$ cat src/rtl/uart_bus_periph.sv
// Memory-mapped 8N1 UART slave on the CPU data bus: TXD/RXD/CON registers,
// 16x oversampled receiver, tick-aligned transmitter and a level interrupt.
module uart_bus_periph #(
    parameter int unsigned CLK_FREQ  = 100_000_000,
    parameter int unsigned BAUD      = 9600,
    parameter logic [31:0] BASE_ADDR = 32'h4000_0018
) (
    input  logic        clk,
    input  logic        reset,
    input  logic [31:0] addr,
    input  logic        rd,
    input  logic        wr,
    input  logic [31:0] wdata,
    output logic [31:0] rdata,
    input  logic        rxd,
    output logic        txd,
    output logic        irq
);

    localparam int unsigned DIV      = CLK_FREQ / (BAUD * 16);
    localparam int unsigned CNT_W    = (DIV > 1) ? $clog2(DIV) : 1;
    localparam logic [CNT_W-1:0] DIV_LAST = CNT_W'(DIV - 1);
    localparam logic [29:0] TXD_WORD = BASE_ADDR[31:2];
    localparam logic [29:0] RXD_WORD = BASE_ADDR[31:2] + 30'd1;
    localparam logic [29:0] CON_WORD = BASE_ADDR[31:2] + 30'd2;

    typedef enum logic [2:0] {TX_IDLE, TX_SYNC, TX_START, TX_DATA, TX_STOP} tx_state_t;
    typedef enum logic [2:0] {RX_IDLE, RX_START, RX_DATA, RX_STOP, RX_WAIT} rx_state_t;

    logic [CNT_W-1:0] div_cnt_r;
    logic             tick_s;
    logic             rxd_meta_r, rxd_sync_r;

    logic hit_txd_s, hit_rxd_s, hit_con_s;
    logic wr_txd_s, wr_con_s, rd_rxd_s, rd_con_s;

    tx_state_t   tx_state_r, tx_state_nxt_s;
    logic [3:0]  tx_tick_r, tx_tick_nxt_s;
    logic [2:0]  tx_bit_r, tx_bit_nxt_s;
    logic [7:0]  tx_shift_r, tx_shift_nxt_s;
    logic        txd_r, txd_nxt_s;
    logic [7:0]  tx_data_r;
    logic        tx_done_r, tx_accept_s, tx_finish_s, tx_busy_s;

    rx_state_t   rx_state_r, rx_state_nxt_s;
    logic [3:0]  rx_tick_r, rx_tick_nxt_s;
    logic [2:0]  rx_bit_r, rx_bit_nxt_s;
    logic [7:0]  rx_shift_r, rx_shift_nxt_s;
    logic        rx_byte_ok_s, rx_frame_bad_s;

    logic [7:0]  rx_data_r;
    logic        rx_valid_r, overrun_r, frame_err_r;
    logic        tx_int_en_r, rx_int_en_r;
    logic        unused_s;

    assign unused_s  = ^{addr[1:0], wdata[31:8]};
    assign tick_s    = (div_cnt_r == DIV_LAST);
    assign hit_txd_s = (addr[31:2] == TXD_WORD);
    assign hit_rxd_s = (addr[31:2] == RXD_WORD);
    assign hit_con_s = (addr[31:2] == CON_WORD);
    assign wr_txd_s  = wr & hit_txd_s;
    assign wr_con_s  = wr & hit_con_s;
    assign rd_rxd_s  = rd & hit_rxd_s;
    assign rd_con_s  = rd & hit_con_s;
    assign tx_busy_s = (tx_state_r != TX_IDLE);
    assign txd       = txd_r;
    assign irq       = (tx_int_en_r & tx_done_r) | (rx_int_en_r & rx_valid_r);

    // Baud tick divider, 16 ticks per bit
    always_ff @(posedge clk or negedge reset) begin
        if (!reset) begin
            div_cnt_r <= '0;
        end else if (tick_s) begin
            div_cnt_r <= '0;
        end else begin
            div_cnt_r <= div_cnt_r + CNT_W'(1);
        end
    end

    // Two-flop synchroniser for the asynchronous serial input
    always_ff @(posedge clk or negedge reset) begin
        if (!reset) begin
            rxd_meta_r <= 1'b1;
            rxd_sync_r <= 1'b1;
        end else begin
            rxd_meta_r <= rxd;
            rxd_sync_r <= rxd_meta_r;
        end
    end

    // Transmitter next-state; TX_SYNC holds the line idle until the next tick
    always_comb begin
        tx_state_nxt_s = tx_state_r;
        tx_tick_nxt_s  = tx_tick_r;
        tx_bit_nxt_s   = tx_bit_r;
        tx_shift_nxt_s = tx_shift_r;
        tx_accept_s    = 1'b0;
        tx_finish_s    = 1'b0;
        txd_nxt_s      = 1'b1;
        case (tx_state_r)
            TX_IDLE: begin
                if (wr_txd_s) begin
                    tx_state_nxt_s = TX_SYNC;
                    tx_shift_nxt_s = wdata[7:0];
                    tx_accept_s    = 1'b1;
                end else begin
                    tx_state_nxt_s = TX_IDLE;
                end
            end
            TX_SYNC: begin
                if (tick_s) begin
                    tx_state_nxt_s = TX_START;
                    tx_tick_nxt_s  = 4'd0;
                end else begin
                    tx_state_nxt_s = TX_SYNC;
                end
            end
            TX_START: begin
                if (tick_s && tx_tick_r == 4'd15) begin
                    tx_state_nxt_s = TX_DATA;
                    tx_tick_nxt_s  = 4'd0;
                    tx_bit_nxt_s   = 3'd0;
                end else if (tick_s) begin
                    tx_tick_nxt_s = tx_tick_r + 4'd1;
                end else begin
                    tx_tick_nxt_s = tx_tick_r;
                end
            end
            TX_DATA: begin
                if (tick_s && tx_tick_r == 4'd15) begin
                    tx_tick_nxt_s = 4'd0;
                    if (tx_bit_r == 3'd7) begin
                        tx_state_nxt_s = TX_STOP;
                    end else begin
                        tx_bit_nxt_s   = tx_bit_r + 3'd1;
                        tx_shift_nxt_s = {1'b0, tx_shift_r[7:1]};
                    end
                end else if (tick_s) begin
                    tx_tick_nxt_s = tx_tick_r + 4'd1;
                end else begin
                    tx_tick_nxt_s = tx_tick_r;
                end
            end
            TX_STOP: begin
                if (tick_s && tx_tick_r == 4'd15) begin
                    tx_state_nxt_s = TX_IDLE;
                    tx_tick_nxt_s  = 4'd0;
                    tx_finish_s    = 1'b1;
                end else if (tick_s) begin
                    tx_tick_nxt_s = tx_tick_r + 4'd1;
                end else begin
                    tx_tick_nxt_s = tx_tick_r;
                end
            end
            default: begin
                tx_state_nxt_s = TX_IDLE;
            end
        endcase
        case (tx_state_nxt_s)
            TX_START: txd_nxt_s = 1'b0;
            TX_DATA:  txd_nxt_s = tx_shift_nxt_s[0];
            default:  txd_nxt_s = 1'b1;
        endcase
    end

    // Transmitter state and registered line driver
    always_ff @(posedge clk or negedge reset) begin
        if (!reset) begin
            tx_state_r <= TX_IDLE;
            tx_tick_r  <= 4'd0;
            tx_bit_r   <= 3'd0;
            tx_shift_r <= 8'h00;
            txd_r      <= 1'b1;
        end else begin
            tx_state_r <= tx_state_nxt_s;
            tx_tick_r  <= tx_tick_nxt_s;
            tx_bit_r   <= tx_bit_nxt_s;
            tx_shift_r <= tx_shift_nxt_s;
            txd_r      <= txd_nxt_s;
        end
    end

    // Receiver next-state: start verified mid-bit, then one sample per 16 ticks
    always_comb begin
        rx_state_nxt_s = rx_state_r;
        rx_tick_nxt_s  = rx_tick_r;
        rx_bit_nxt_s   = rx_bit_r;
        rx_shift_nxt_s = rx_shift_r;
        rx_byte_ok_s   = 1'b0;
        rx_frame_bad_s = 1'b0;
        case (rx_state_r)
            RX_IDLE: begin
                if (!rxd_sync_r) begin
                    rx_state_nxt_s = RX_START;
                    rx_tick_nxt_s  = 4'd0;
                end else begin
                    rx_state_nxt_s = RX_IDLE;
                end
            end
            RX_START: begin
                if (tick_s && rx_tick_r == 4'd7) begin
                    rx_tick_nxt_s = 4'd0;
                    rx_bit_nxt_s  = 3'd0;
                    if (rxd_sync_r) begin
                        rx_state_nxt_s = RX_IDLE;
                    end else begin
                        rx_state_nxt_s = RX_DATA;
                    end
                end else if (tick_s) begin
                    rx_tick_nxt_s = rx_tick_r + 4'd1;
                end else begin
                    rx_tick_nxt_s = rx_tick_r;
                end
            end
            RX_DATA: begin
                if (tick_s && rx_tick_r == 4'd15) begin
                    rx_tick_nxt_s  = 4'd0;
                    rx_shift_nxt_s = {rxd_sync_r, rx_shift_r[7:1]};
                    if (rx_bit_r == 3'd7) begin
                        rx_state_nxt_s = RX_STOP;
                    end else begin
                        rx_bit_nxt_s = rx_bit_r + 3'd1;
                    end
                end else if (tick_s) begin
                    rx_tick_nxt_s = rx_tick_r + 4'd1;
                end else begin
                    rx_tick_nxt_s = rx_tick_r;
                end
            end
            RX_STOP: begin
                if (tick_s && rx_tick_r == 4'd15) begin
                    rx_tick_nxt_s  = 4'd0;
                    rx_state_nxt_s = RX_WAIT;
                    if (rxd_sync_r) begin
                        rx_byte_ok_s = 1'b1;
                    end else begin
                        rx_frame_bad_s = 1'b1;
                    end
                end else if (tick_s) begin
                    rx_tick_nxt_s = rx_tick_r + 4'd1;
                end else begin
                    rx_tick_nxt_s = rx_tick_r;
                end
            end
            RX_WAIT: begin
                if (rxd_sync_r) begin
                    rx_state_nxt_s = RX_IDLE;
                end else begin
                    rx_state_nxt_s = RX_WAIT;
                end
            end
            default: begin
                rx_state_nxt_s = RX_IDLE;
            end
        endcase
    end

    // Receiver state registers
    always_ff @(posedge clk or negedge reset) begin
        if (!reset) begin
            rx_state_r <= RX_IDLE;
            rx_tick_r  <= 4'd0;
            rx_bit_r   <= 3'd0;
            rx_shift_r <= 8'h00;
        end else begin
            rx_state_r <= rx_state_nxt_s;
            rx_tick_r  <= rx_tick_nxt_s;
            rx_bit_r   <= rx_bit_nxt_s;
            rx_shift_r <= rx_shift_nxt_s;
        end
    end

    // Status flags and bus-visible registers; set events beat read-clears
    always_ff @(posedge clk or negedge reset) begin
        if (!reset) begin
            tx_data_r   <= 8'h00;
            tx_done_r   <= 1'b0;
            rx_data_r   <= 8'h00;
            rx_valid_r  <= 1'b0;
            overrun_r   <= 1'b0;
            frame_err_r <= 1'b0;
            tx_int_en_r <= 1'b0;
            rx_int_en_r <= 1'b0;
        end else begin
            if (tx_accept_s) begin
                tx_data_r <= wdata[7:0];
            end else begin
                tx_data_r <= tx_data_r;
            end
            if (tx_finish_s) begin
                tx_done_r <= 1'b1;
            end else if (tx_accept_s || rd_con_s) begin
                tx_done_r <= 1'b0;
            end else begin
                tx_done_r <= tx_done_r;
            end
            if (rx_byte_ok_s) begin
                rx_data_r  <= rx_shift_r;
                rx_valid_r <= 1'b1;
                overrun_r  <= (rx_valid_r | overrun_r) & ~rd_rxd_s;
            end else if (rd_rxd_s) begin
                rx_valid_r <= 1'b0;
                overrun_r  <= 1'b0;
            end else begin
                rx_valid_r <= rx_valid_r;
                overrun_r  <= overrun_r;
            end
            if (rx_frame_bad_s) begin
                frame_err_r <= 1'b1;
            end else if (rd_con_s) begin
                frame_err_r <= 1'b0;
            end else begin
                frame_err_r <= frame_err_r;
            end
            if (wr_con_s) begin
                tx_int_en_r <= wdata[0];
                rx_int_en_r <= wdata[1];
            end else begin
                tx_int_en_r <= tx_int_en_r;
                rx_int_en_r <= rx_int_en_r;
            end
        end
    end

    // Read mux; zero when not selected so the top can OR slaves together
    always_comb begin
        rdata = 32'h0000_0000;
        if (rd && hit_txd_s) begin
            rdata = {24'h00_0000, tx_data_r};
        end else if (rd && hit_rxd_s) begin
            rdata = {24'h00_0000, rx_data_r};
        end else if (rd && hit_con_s) begin
            rdata = {25'h000_0000, overrun_r, frame_err_r, tx_busy_s,
                     rx_valid_r, tx_done_r, rx_int_en_r, tx_int_en_r};
        end else begin
            rdata = 32'h0000_0000;
        end
    end

endmodule

$ cat config.mk
export PLATFORM = sky130hd
export DESIGN_NAME = uart_bus_periph
export DESIGN_NICKNAME = d
export VERILOG_FILES = /design/src/rtl/uart_bus_periph.sv
export SDC_FILE = /design/constraint.sdc
export NUM_CORES = 1
export LEC_CHECK = 0
export BUFFER_PORTS_ARGS = -buffer_cell sky130_fd_sc_hd__buf_2
export CORE_ASPECT_RATIO = 0.75
export CORE_MARGIN = 2
export CORE_UTILIZATION = 57
export DETAILED_ROUTE_END_ITERATION = 10
export PLACE_DENSITY = 0.86
export SLEW_MARGIN = 15
export SYNTH_ARGS = -nofsm -noshare
export SYNTH_HDL_FRONTEND = slang
export SYNTH_SLANG_ARGS = --single-unit
$ cat constraint.sdc
create_clock -name clk -period 3.8 [get_ports clk]
set_input_delay 0.57 -clock clk [delete_from_list [all_inputs] [get_ports clk]]
set_output_delay 0.57 -clock clk [all_outputs]
set_load 0.05 [all_outputs]
# --- After elaboration in Yosys (flattened, before gate mapping) ---
# Index checks and enable logic that the tools add are counted.
word_totals:
  register_bits: 71
  out_inout_bits: 34
  elab_cells: 152
classes:
  reduce_logical: 27
  n_mux: 58
  n_bitwise: 10
  eq_ne: 31
  add_sub_neg: 5
op_table:
  columns: ["cell", "n"]
  rows:
  - ["$eq A30 B29 Y1 const B", 3]
  - ["$mux W32", 2]
  - ["$mux W3", 15]
  - ["$pmux W3 S5", 2]
  - ["$mux W4", 7]
  - ["$mux W8", 3]
  - ["$ne A2 B2 Y1 const B", 11]
  - ["$mux W1", 19]
  - ["$eq A3 B2 Y1 const B", 6]
  - ["$pmux W8 S2", 1]
  - ["$reduce_and A4 Y1", 4]
  - ["$reduce_bool A2 Y1", 7]
  - ["$eq A3 B3 Y1 const B", 4]
  - ["$pmux W3 S2", 2]
  - ["$pmux W4 S3", 1]
  - ["$add A10 B1 Y10 const B", 1]
  - ["$eq A10 B10 Y1 const B", 1]
  - ["$mux W10", 1]
  - ["$add A4 B1 Y4 const B", 2]
  - ["$eq A4 B4 Y1 const B", 2]
  - ["$pmux W4 S2", 1]
  - ["$and A1 B1 Y1", 7]
  - ["$mux W7", 1]
  - ["$add A3 B1 Y3 const B", 2]
  - ["15 further kinds", 26]

# --- Logic depth before layout (Yosys ltp) ---
# Gate-level depths: netlist of the first run.
depth:
  depth_word: 7
  depth_mapped: 10
  ltp_nobuf: 8

# --- Least setup slack after synthesis of the first run ---
# OpenSTA, ideal clock, no wires.
synth_path:
  path_type: "input-to-output"
  start: "input addr[7]"
  end: "output rdata[0]"
  t_required_ns: 3.230
  setup_slack_ns: 1.014
  arrival_time_ns: 2.216
  path_buffers: 1
  stages: 5
  cell_sequence: "nor4b_2 nand4_2 or2_2 clkbuf_1 nor2_1"
synth_via:
  elab_chain_cells: 5
synth_lines:
  columns: ["item", "line", "source"]
  rows:
  - ["start: declaration", "10", "input logic [31:0] addr,"]
  - ["$eq A30 B29 Y1", "60", "assign hit_con_s = (addr[31:2] == CON_WORD);"]
  - ["$logic_and A1 B1 Y1", "332", "end else if (rd && hit_con_s) begin"]
  - ["$mux W7", "332", null]
  - ["$mux W32", "330", "end else if (rd && hit_rxd_s) begin"]
  - ["$mux W32 *", "328", "if (rd && hit_txd_s) begin"]
  - ["end: declaration", "14", "output logic [31:0] rdata,"]
# Mark *: on every way between the ends. The rest lies on a longest branch, timed or not.

# --- Final worst setup path of the first run ---
layout_path:
  start: "input addr[3]"
  end: "output rdata[4]"
# The elaborated chain is that of the path after synthesis.

==> results of run 1 <==
[cells in the final DEF (no fill, tap or decap), types with 3 or more instances in the layout]
cell type   n
dfrtp_1    68
nand2_1    56
buf_2      52
nor2_1     28
conb_1     24
nand3_1    21
mux2_2     19
o21ai_0    12
inv_1       9
clkbuf_8    9
ha_1        8
nand4_1     7
a21o_1      7
a222oi_1    6
xnor2_1     6
nor3_1      6
and3_1      5
a21oi_1     5
a22o_1      5
nor2b_1     4
nor4_1      4
xor2_1      4
a22oi_1     3
a221o_1     3
mux2i_1     3
a32o_1      3
a31oi_1     3
buf_4       3
dfstp_2     3
[sequential cells by signal, summed over array words and instances (netlist names), 3 cells and up]
name,cells
tx_data_r,8
tx_bit_r,3
rx_bit_r,3
rx_shift_r,8
tx_shift_r,8
rx_state_r,3
div_cnt_r,10
tx_tick_r,4
rx_data_r,8
rx_tick_r,4
tx_state_r,3
[kinds of logic (layout without fill, tap and decap cells)]
kind of cell    Yosys count  after routing  synth area share (%)
buf+inv                  49             80                  7.55
simple gates            152            152                  22.1
compound gates           55             55                  10.9
fa+ha+maj                 8              8                  2.67
mux                      23             23                  6.82
xor+xnor                 10             10                  2.34
flops                    71             71                  47.5
other cells               1             24                 0.100
[metal layers]
| layer | share of wire, % | vias up | wire length (microns) | track usage (%) |
|---|---|---|---|---|
| met2 | 48 | 136 | 3750 | 39.8 |
| met1 | 42 | 1425 | 3280 | 28.3 |
| met4 | 1.2 | 0 | 92 | 6.64 |
| li1 | - | 1371 | - | - |
| met5 | 0 | - | 0 | 0 |
| met3 | 8.3 | 11 | 648 | 6.86 |
[report_power, final]
group / switching, uW / internal (uW)
clock: 278 / 367
sequential: 1.04 / 757
combinational: 82.0 / 20.8
[worst paths after layout]
path	to	slack (ns)	depth (start not counted)
max in group asynchronous	txd$_DFF_PN1_	2.93	2
worst max-delay path	rdata[4]	0.94	6
worst max register to register	rx_shift_r[3]$_DFFE_PN0P_	1.21	7
worst min register to register	rxd_sync_r$_DFF_PN1_	0.36	0
worst min-delay path	div_cnt_r[2]$_DFF_PN0_	0.09	1
min in group clk	rxd_meta_r$_DFF_PN1_	0.33	1
[metrics by stage]
stage	std cells	area, sq um	util, %
after floorplan	392	3830	-
after global placement	488	3970	62.8
after detailed placement	488	3970	62.8
after CTS	504	4180	66.1
after global routing	504	4180	66.1
final	504	4180	66.1
[worst max-delay path: stages]
cell	delay, ns
buf_2	0.13
nor4b_2	0.82
inv_1	0.15
o21a_1	0.23
nor2_1	0.10
buf_2	0.28
[area by class of cell]
cell class,count,area share [%]
clock inverter,6,2.04
inverter,9,0.808
clock buffer,10,3.05
multi-input combinational,272,42.3
timing repair buffer,55,6.77
tap,81,2.43
sequential,71,42.6
==> results.cfg, run 1 <==
[floorplanning]
die_area_sq_mm = 0.00724
initial_core_util_pct = 59.3
dieHeight_microns = 74.2
num_rows = 25
io_pins = 103
die_x_microns = 97.6
core_sq_mm = 0.00632

[finish]
multiInputGateArea_sq_mm = 0.00177
area_delta_synth_final_pct = 11.6
drive_gt1_share_pct = 25.1
finalNetCount = 495
fillers = 507
antenna_cells = 0
seqCellArea_sq_mm = 0.00178

[cts]
cts-root-buf = clkbuf_8
clk_latency_ns = 0.34
cts_hold_buf = 0
clock_tree.buffer_depth = 2
ctsResizeCount = 0
cts_made_buffers = 9
cts_setup_buffers = 0
clk_pin_slew_worst_paths_ns = 0.07
cts_tree = yes
htree_num_levels = 3
cts_sinks = 71

[synth]
synth_cell_types = 57
avgSynthCellArea_sq_um = 10.1
synth_top_area_share_pct = 45.4
netlist_area_sq_mm = 0.00374
yosys.area.top_type = dfrtp_1
yosysSeqAreaShare_pct = 47.5
syn_inst = 369
synth_edf_count = 0
ys_ff_latch = 71
yosys-top-cells-count = 68 x dfrtp_1, 56 x nand2_1, 28 x nor2_1, 25 x buf_4, 21 x nand3_1
synth_flop_cell = dfrtp_1
ys_top_cells_by_area = dfrtp_1 45%, mux2_2 5.7%, nand2_1 5.6%
synthArstFlopShare_pct = 100
yosys_warnings = 0
yosysMostFrequentCell = dfrtp_1

[routing]
post-route-drc-count = 0
first_iter_violations = 231
viasPerCell = 5.84
totalWireLength_microns = 7780
routedWlPerCell_microns = 15.4
detail-route-antenna-nets = 0
first_pass_iters = 6
via_count = 2943

[global_routing]
globalRoute.totalOverflow = 0
grt_antenna_before_repair = 0
grt_pass1_wl_microns = 13100
grt_max_degree = 40
grt_usage_pct = 22.8
grt_pass1_vias = 2834

[placed_design]
dpl.hpwl_microns = 5770
pre_cts_ws_ns = 1.05
port_buffers = 52
routabilityCongestion = 0.852

[worst_setup_path]
critPathMaxFanout = 8
r2r_start = div_cnt_r[0]$_DFF_PN0_
critPathRequiredTime_ns = 3.23
critPathArrivalTime_ns = 2.29
crit_type = in2out
crit_path_end_kind = primary output
crit_start = addr[3]
start_kind = primary input

[pwr]
p_leak_uw = 0.00209
p_total_uw = 1510
peakVddDrop_mv = 0.241
power.density_mw_per_mm2 = 360

[sta]
slew_headroom_pct = 38.4
hold-worst-slack_ns = 0.0894
rsz0062_at_grt = false
fmax_mhz = 350
period_share_pct = 75.2
finalSetupViolations = 0
finalHoldViolations = 0
slew_viol_final = 0
fin_ws_ns = 0.943
period_minus_slack_ns = 2.86
setup_tns_ns = 0
fin_skew_ns = 0.00611
tightest_slew_ns = 0.921

[worst_hold_path]
min_path_type = in2async

[flow_run]
maxCapViolations = 0

[run_status]
status = finished, final reports clean
Note: power is estimated with default switching activity, not from simulation.
==> inputs of run 2 (changes only) <==
--- a/config.mk
+++ b/config.mk
@@ -8,9 +8,9 @@
 export BUFFER_PORTS_ARGS = -buffer_cell sky130_fd_sc_hd__buf_2
 export CORE_ASPECT_RATIO = 0.75
 export CORE_MARGIN = 2
-export CORE_UTILIZATION = 57
+export CORE_UTILIZATION = 53
 export DETAILED_ROUTE_END_ITERATION = 10
-export PLACE_DENSITY = 0.86
+export PLACE_DENSITY = 0.81
 export SLEW_MARGIN = 15
 export SYNTH_ARGS = -nofsm -noshare
 export SYNTH_HDL_FRONTEND = slang
==> constraint.sdc (replaced) <==
create_clock -name clk -period 2.65 [get_ports clk]
set_input_delay 0.3975 -clock clk [delete_from_list [all_inputs] [get_ports clk]]
set_output_delay 0.3975 -clock clk [all_outputs]
set_load 0.05 [all_outputs]
==> results.cfg, run 2 (synthesis results as in run 1) <==
[worst_setup_path]
crit_family = simple AND/OR/NAND/NOR gates
crit_type = in2out
slowest_stage = or2_2
ff2ff_path_depth = 7
start_kind = primary input
worstPathCellList = buf_2 > nor4b_2 > nand4_2 > or2_2 > nor2_1 > buf_2
r2r_slack_ns = 0.51
crit_buf_inv = 2
critPathMaxStageDelay_ns = 0.46
cp_common_cell = buf_2
cp.depth = 6
critPathRequiredTime_ns = 2.25
critPathArrivalTime_ns = 1.91
crit_path_end_kind = primary output
critPathMaxFanout = 10

[run_status]
status = finished, final reports clean

[sta]
fin_skew_ns = 0.00934
period_share_pct = 87.0
fmax_mhz = 434
rsz0062_at_grt = false
setup_tns_ns = 0
period_minus_slack_ns = 2.31
slew_viol_final = 0
finalSetupViolations = 0
tightest_slew_ns = 0.588
finalHoldViolations = 0
slew_headroom_pct = 60.8

[routing]
totalWireLength_microns = 7850
detail-route-antenna-nets = 0
first_pass_iters = 7
post-route-drc-count = 0
routedWlPerCell_microns = 15.4
via_count = 2916
first_iter_violations = 145
viasPerCell = 5.71

[finish]
top_register = div_cnt_r
final_cell_mix = 68 x dfrtp_1, 56 x nand2_1, 52 x buf_2
area_delta_synth_final_pct = 12.4
finalNetCount = 499
layout_commonest_cell = dfrtp_1
antenna_cells = 0
drive_gt1_share_pct = 26.0
largest_reg_flops = 10

[pwr]
p_leak_uw = 0.00212
power_frac_seq_pct = 51.2
p_total_uw = 2130
clkPwrFrac_pct = 41.9
combPwrFrac_pct = 7.0
p_int_uw = 1600
p_switching_uw = 525
peakVddDrop_mv = 0.263
netSwitchingFraction_pct = 24.7
power.density_mw_per_mm2 = 505

[global_routing]
grt_usage_pct = 21.8
grt_pass1_wl_microns = 13300
globalRoute.totalOverflow = 0
grt_antenna_before_repair = 0
grt_pass1_vias = 2911
grt_max_degree = 28
grt.met3_usage_pct = 6.65
grt.busiest_layer = met2
grtUsageMet2_pct = 35.0
use_met1_pct = 28.1

[placed_design]
dpl.hpwl_microns = 5840
port_buffers = 52
routabilityCongestion = 0.856

[cts]
cts_setup_buffers = 0
cts_sinks = 71
cts_tree = yes
cts-root-buf = clkbuf_8
clk_pin_slew_worst_paths_ns = 0.07
clk_latency_ns = 0.35
ctsResizeCount = 0
htree_num_levels = 3
cts_made_buffers = 9
clock_tree.buffer_depth = 2
cts_hold_buf = 0

[worst_hold_path]
min_path_type = in2async

[floorplanning]
io_pins = 103
dieHeight_microns = 76.8
die_x_microns = 101
initial_core_util_pct = 54.8
num_rows = 26
die_area_sq_mm = 0.00776
core_sq_mm = 0.00683

[flow_run]
maxCapViolations = 0
==> run 2: cell type report <==
cell class	instances	area [sq um]
Clock inverter	5	56.3
Fill cell	553	2620
Inverter	9	33.8
Multi-Input combinational cell	272	1770
Tap cell	84	105
Clock buffer	11	151
Sequential cell	71	1780
Timing Repair Buffer	59	313
==> run 2: per-stage QoR <==
stage               hold slack (ns)  instance area, sq um  utilization [%]  instances  setup slack (ns)
floorplan                     0.102                  3830                -        392             0.209
global placement              0.346                  4000             58.6        495             0.377
detailed placement            0.348                  4000             58.6        495             0.332
CTS                          0.0636                  4210             61.6        511             0.331
global route                 0.0851                  4210             61.6        511             0.247
finish                       0.0538                  4210             61.6        511             0.343
==> run 2: power by group through the flow <==
stage / registers (uW) / logic, uW / clock network [uW]
3_5_place_dp: 1110 / 149 / 0
5_1_grt: 1090 / 161 / 957
4_1_cts: 1090 / 150 / 910
6_report: 1090 / 149 / 890
2_1_floorplan: 1110 / 114 / 0
3_3_place_gp: 1110 / 148 / 0
==> run 2: routing by layer <==
metal,share of wire [%],up-vias
met2,47,114
met1,45,1406
met4,1.4,0
met3,6.9,14
met5,0,-
li1,-,1382
==> run 2: worst paths after layout <==
kind,from,to
max,addr[7],rdata[6]
min,reset,div_cnt_r[0]$_DFF_PN0_
max reg2reg,div_cnt_r[0]$_DFF_PN0_,rx_data_r[0]$_DFFE_PN0P_
min reg2reg,rxd_meta_r$_DFF_PN1_,rxd_sync_r$_DFF_PN1_
max in group asynchronous,reset,tx_data_r[4]$_DFFE_PN0P_
min in group clk,rxd,rxd_meta_r$_DFF_PN1_
==> run 2: worst register-to-register path: cells and delay by family (launching register included) <==
kind / cells / cell delay [ns]
and+or+nand+nor: 4 / 1.03
muxes: 1 / 0.37
DFF: 1 / 0.42
adders and majority gates: 1 / 0.13
buffers and inverters: 1 / 0.07
==> inputs of run 3 (changes only) <==
--- a/config.mk
+++ b/config.mk
@@ -5,12 +5,12 @@
 export SDC_FILE = /design/constraint.sdc
 export NUM_CORES = 1
 export LEC_CHECK = 0
-export BUFFER_PORTS_ARGS = -buffer_cell sky130_fd_sc_hd__buf_2
+export BUFFER_PORTS_ARGS = -buffer_cell sky130_fd_sc_hd__clkbuf_2
 export CORE_ASPECT_RATIO = 0.75
 export CORE_MARGIN = 2
-export CORE_UTILIZATION = 53
+export CORE_UTILIZATION = 57
 export DETAILED_ROUTE_END_ITERATION = 10
-export PLACE_DENSITY = 0.81
+export PLACE_DENSITY = 0.92
 export SLEW_MARGIN = 15
 export SYNTH_ARGS = -nofsm -noshare
 export SYNTH_HDL_FRONTEND = slang
==> constraint.sdc (replaced) <==
create_clock -name clk -period 2.75 [get_ports clk]
set_input_delay 0.4125 -clock clk [delete_from_list [all_inputs] [get_ports clk]]
set_output_delay 0.4125 -clock clk [all_outputs]
set_load 0.05 [all_outputs]
==> results.cfg, run 3 (synthesis results as in run 1) <==
[cts]
cts_hold_buf = 0
ctsResizeCount = 0
cts-root-buf = clkbuf_8
cts_made_buffers = 9
cts_tree = yes
clk_latency_ns = 0.35
cts_setup_buffers = 0
cts_sinks = 71
clock_tree.buffer_depth = 2
htree_num_levels = 3
clk_pin_slew_worst_paths_ns = 0.07

[routing]
routedWlPerCell_microns = 16.6
viasPerCell = 5.88
first_pass_iters = 6
first_iter_violations = 205
post-route-drc-count = 0
via_count = 2979
totalWireLength_microns = 8430
detail-route-antenna-nets = 0

[sta]
slew_headroom_pct = 49.7
fmax_mhz = 415
tightest_slew_ns = 0.755
period_minus_slack_ns = 2.41
rsz0062_at_grt = false
finalSetupViolations = 0
slew_viol_final = 0
setup_tns_ns = 0
finalHoldViolations = 0
fin_skew_ns = 0.00740
period_share_pct = 87.7

[worst_setup_path]
crit_path_end_kind = primary output
critPathArrivalTime_ns = 2.00
critPathRequiredTime_ns = 2.34
start_kind = primary input
r2r_slack_ns = 0.52
critPathMaxFanout = 10
ff2ff_path_depth = 8
crit_type = in2out

[pwr]
peakVddDrop_mv = 0.348
p_switching_uw = 501
combPwrFrac_pct = 6.8
clkPwrFrac_pct = 43.6
p_leak_uw = 0.00212
netSwitchingFraction_pct = 23.7
power.density_mw_per_mm2 = 500
power_frac_seq_pct = 49.6
p_int_uw = 1610

[worst_hold_path]
min_path_type = in2async

[floorplanning]
dieHeight_microns = 74.2
io_pins = 103
num_rows = 25
core_sq_mm = 0.00632
die_area_sq_mm = 0.00724
die_x_microns = 97.6
initial_core_util_pct = 59.3

[global_routing]
grt_pass1_vias = 2905
grt_max_degree = 39
grt_pass1_wl_microns = 14000
grt_usage_pct = 24.8
globalRoute.totalOverflow = 0
grt_antenna_before_repair = 0

[flow_run]
maxCapViolations = 0

[placed_design]
routabilityCongestion = 0.848
placedCellCount = 491
dpl.hpwl_microns = 6090
port_buffers = 52

[run_status]
status = finished, final reports clean

[finish]
area_delta_synth_final_pct = 12.8
fillers = 469
largest_reg_flops = 10
multiInputGateArea_sq_mm = 0.00177
layout_commonest_cell = dfrtp_1
instances_no_fill = 507
drive_gt1_share_pct = 25.6
final_cell_mix = 68 x dfrtp_1, 56 x nand2_1, 51 x clkbuf_2
antenna_cells = 0
top_register = div_cnt_r
seqCellArea_sq_mm = 0.00178
finalNetCount = 498
## run 3: changes by cell type in the layout (fill, tap and decap cells not counted), sizes merged
cell    before  now
clkinv       3    2
clkbuf      11   62
buf         59    7
bufinv       1    2
## run 3: layout make-up
| type | instances | area share (%) |
|---|---|---|
| Sequential cell | 71 | 42.2 |
| Tap cell | 81 | 2.40 |
| Clock buffer | 11 | 3.35 |
| Clock inverter | 5 | 1.93 |
| Timing Repair Buffer | 58 | 7.52 |
| Multi-Input combinational cell | 272 | 41.9 |
| Inverter | 9 | 0.800 |
## run 3: metal layers
| metal | track usage (%) | vias up | part of all wire, % |
|---|---|---|---|
| met3 | 7.05 | 22 | 7.1 |
| li1 | - | 1377 | - |
| met5 | 0 | - | 0 |
| met4 | 10.0 | 0 | 2.7 |
| met2 | 42.8 | 136 | 50 |
| met1 | 30.2 | 1444 | 40 |
## run 3: final timing paths
check / from / endpoint
worst max register to register: div_cnt_r[0]$_DFF_PN0_ / rx_tick_r[0]$_DFFE_PN0P_
worst max-delay path: addr[7] / rdata[2]
min in group clk: rxd / rxd_meta_r$_DFF_PN1_
worst min register to register: rxd_meta_r$_DFF_PN1_ / rxd_sync_r$_DFF_PN1_
worst min-delay path: reset / rx_tick_r[0]$_DFFE_PN0P_
max in group asynchronous: reset / txd$_DFF_PN1_
## run 3: power groups by stage
stage               clock, uW  sequential [uW]  combinational [uW]
floorplan                   0             1070                 109
detailed placement          0             1070                 145
finish                    921             1050                 145
global placement            0             1070                 142
CTS                       932             1050                 146
global route              975             1050                 156
## run 3: stage by stage
step	util [%]	cell area, sq um	setup WS, ns	hold slack [ns]	power, uW
finish	66.9	4220	0.338	0.130	2110
global route	66.9	4220	0.259	0.131	2180
CTS	66.9	4220	0.340	0.132	2130
detailed placement	63.3	4000	0.371	0.356	1210
global placement	63.3	4000	0.446	0.346	1210
floorplan	-	3830	0.279	0.117	1180
## run 3: critical path: stages
cell      delay (ns)
clkbuf_2        0.09
nor4b_2         0.33
nand4_2         0.21
or2_2           0.46
nor2_1          0.19
clkbuf_2        0.30
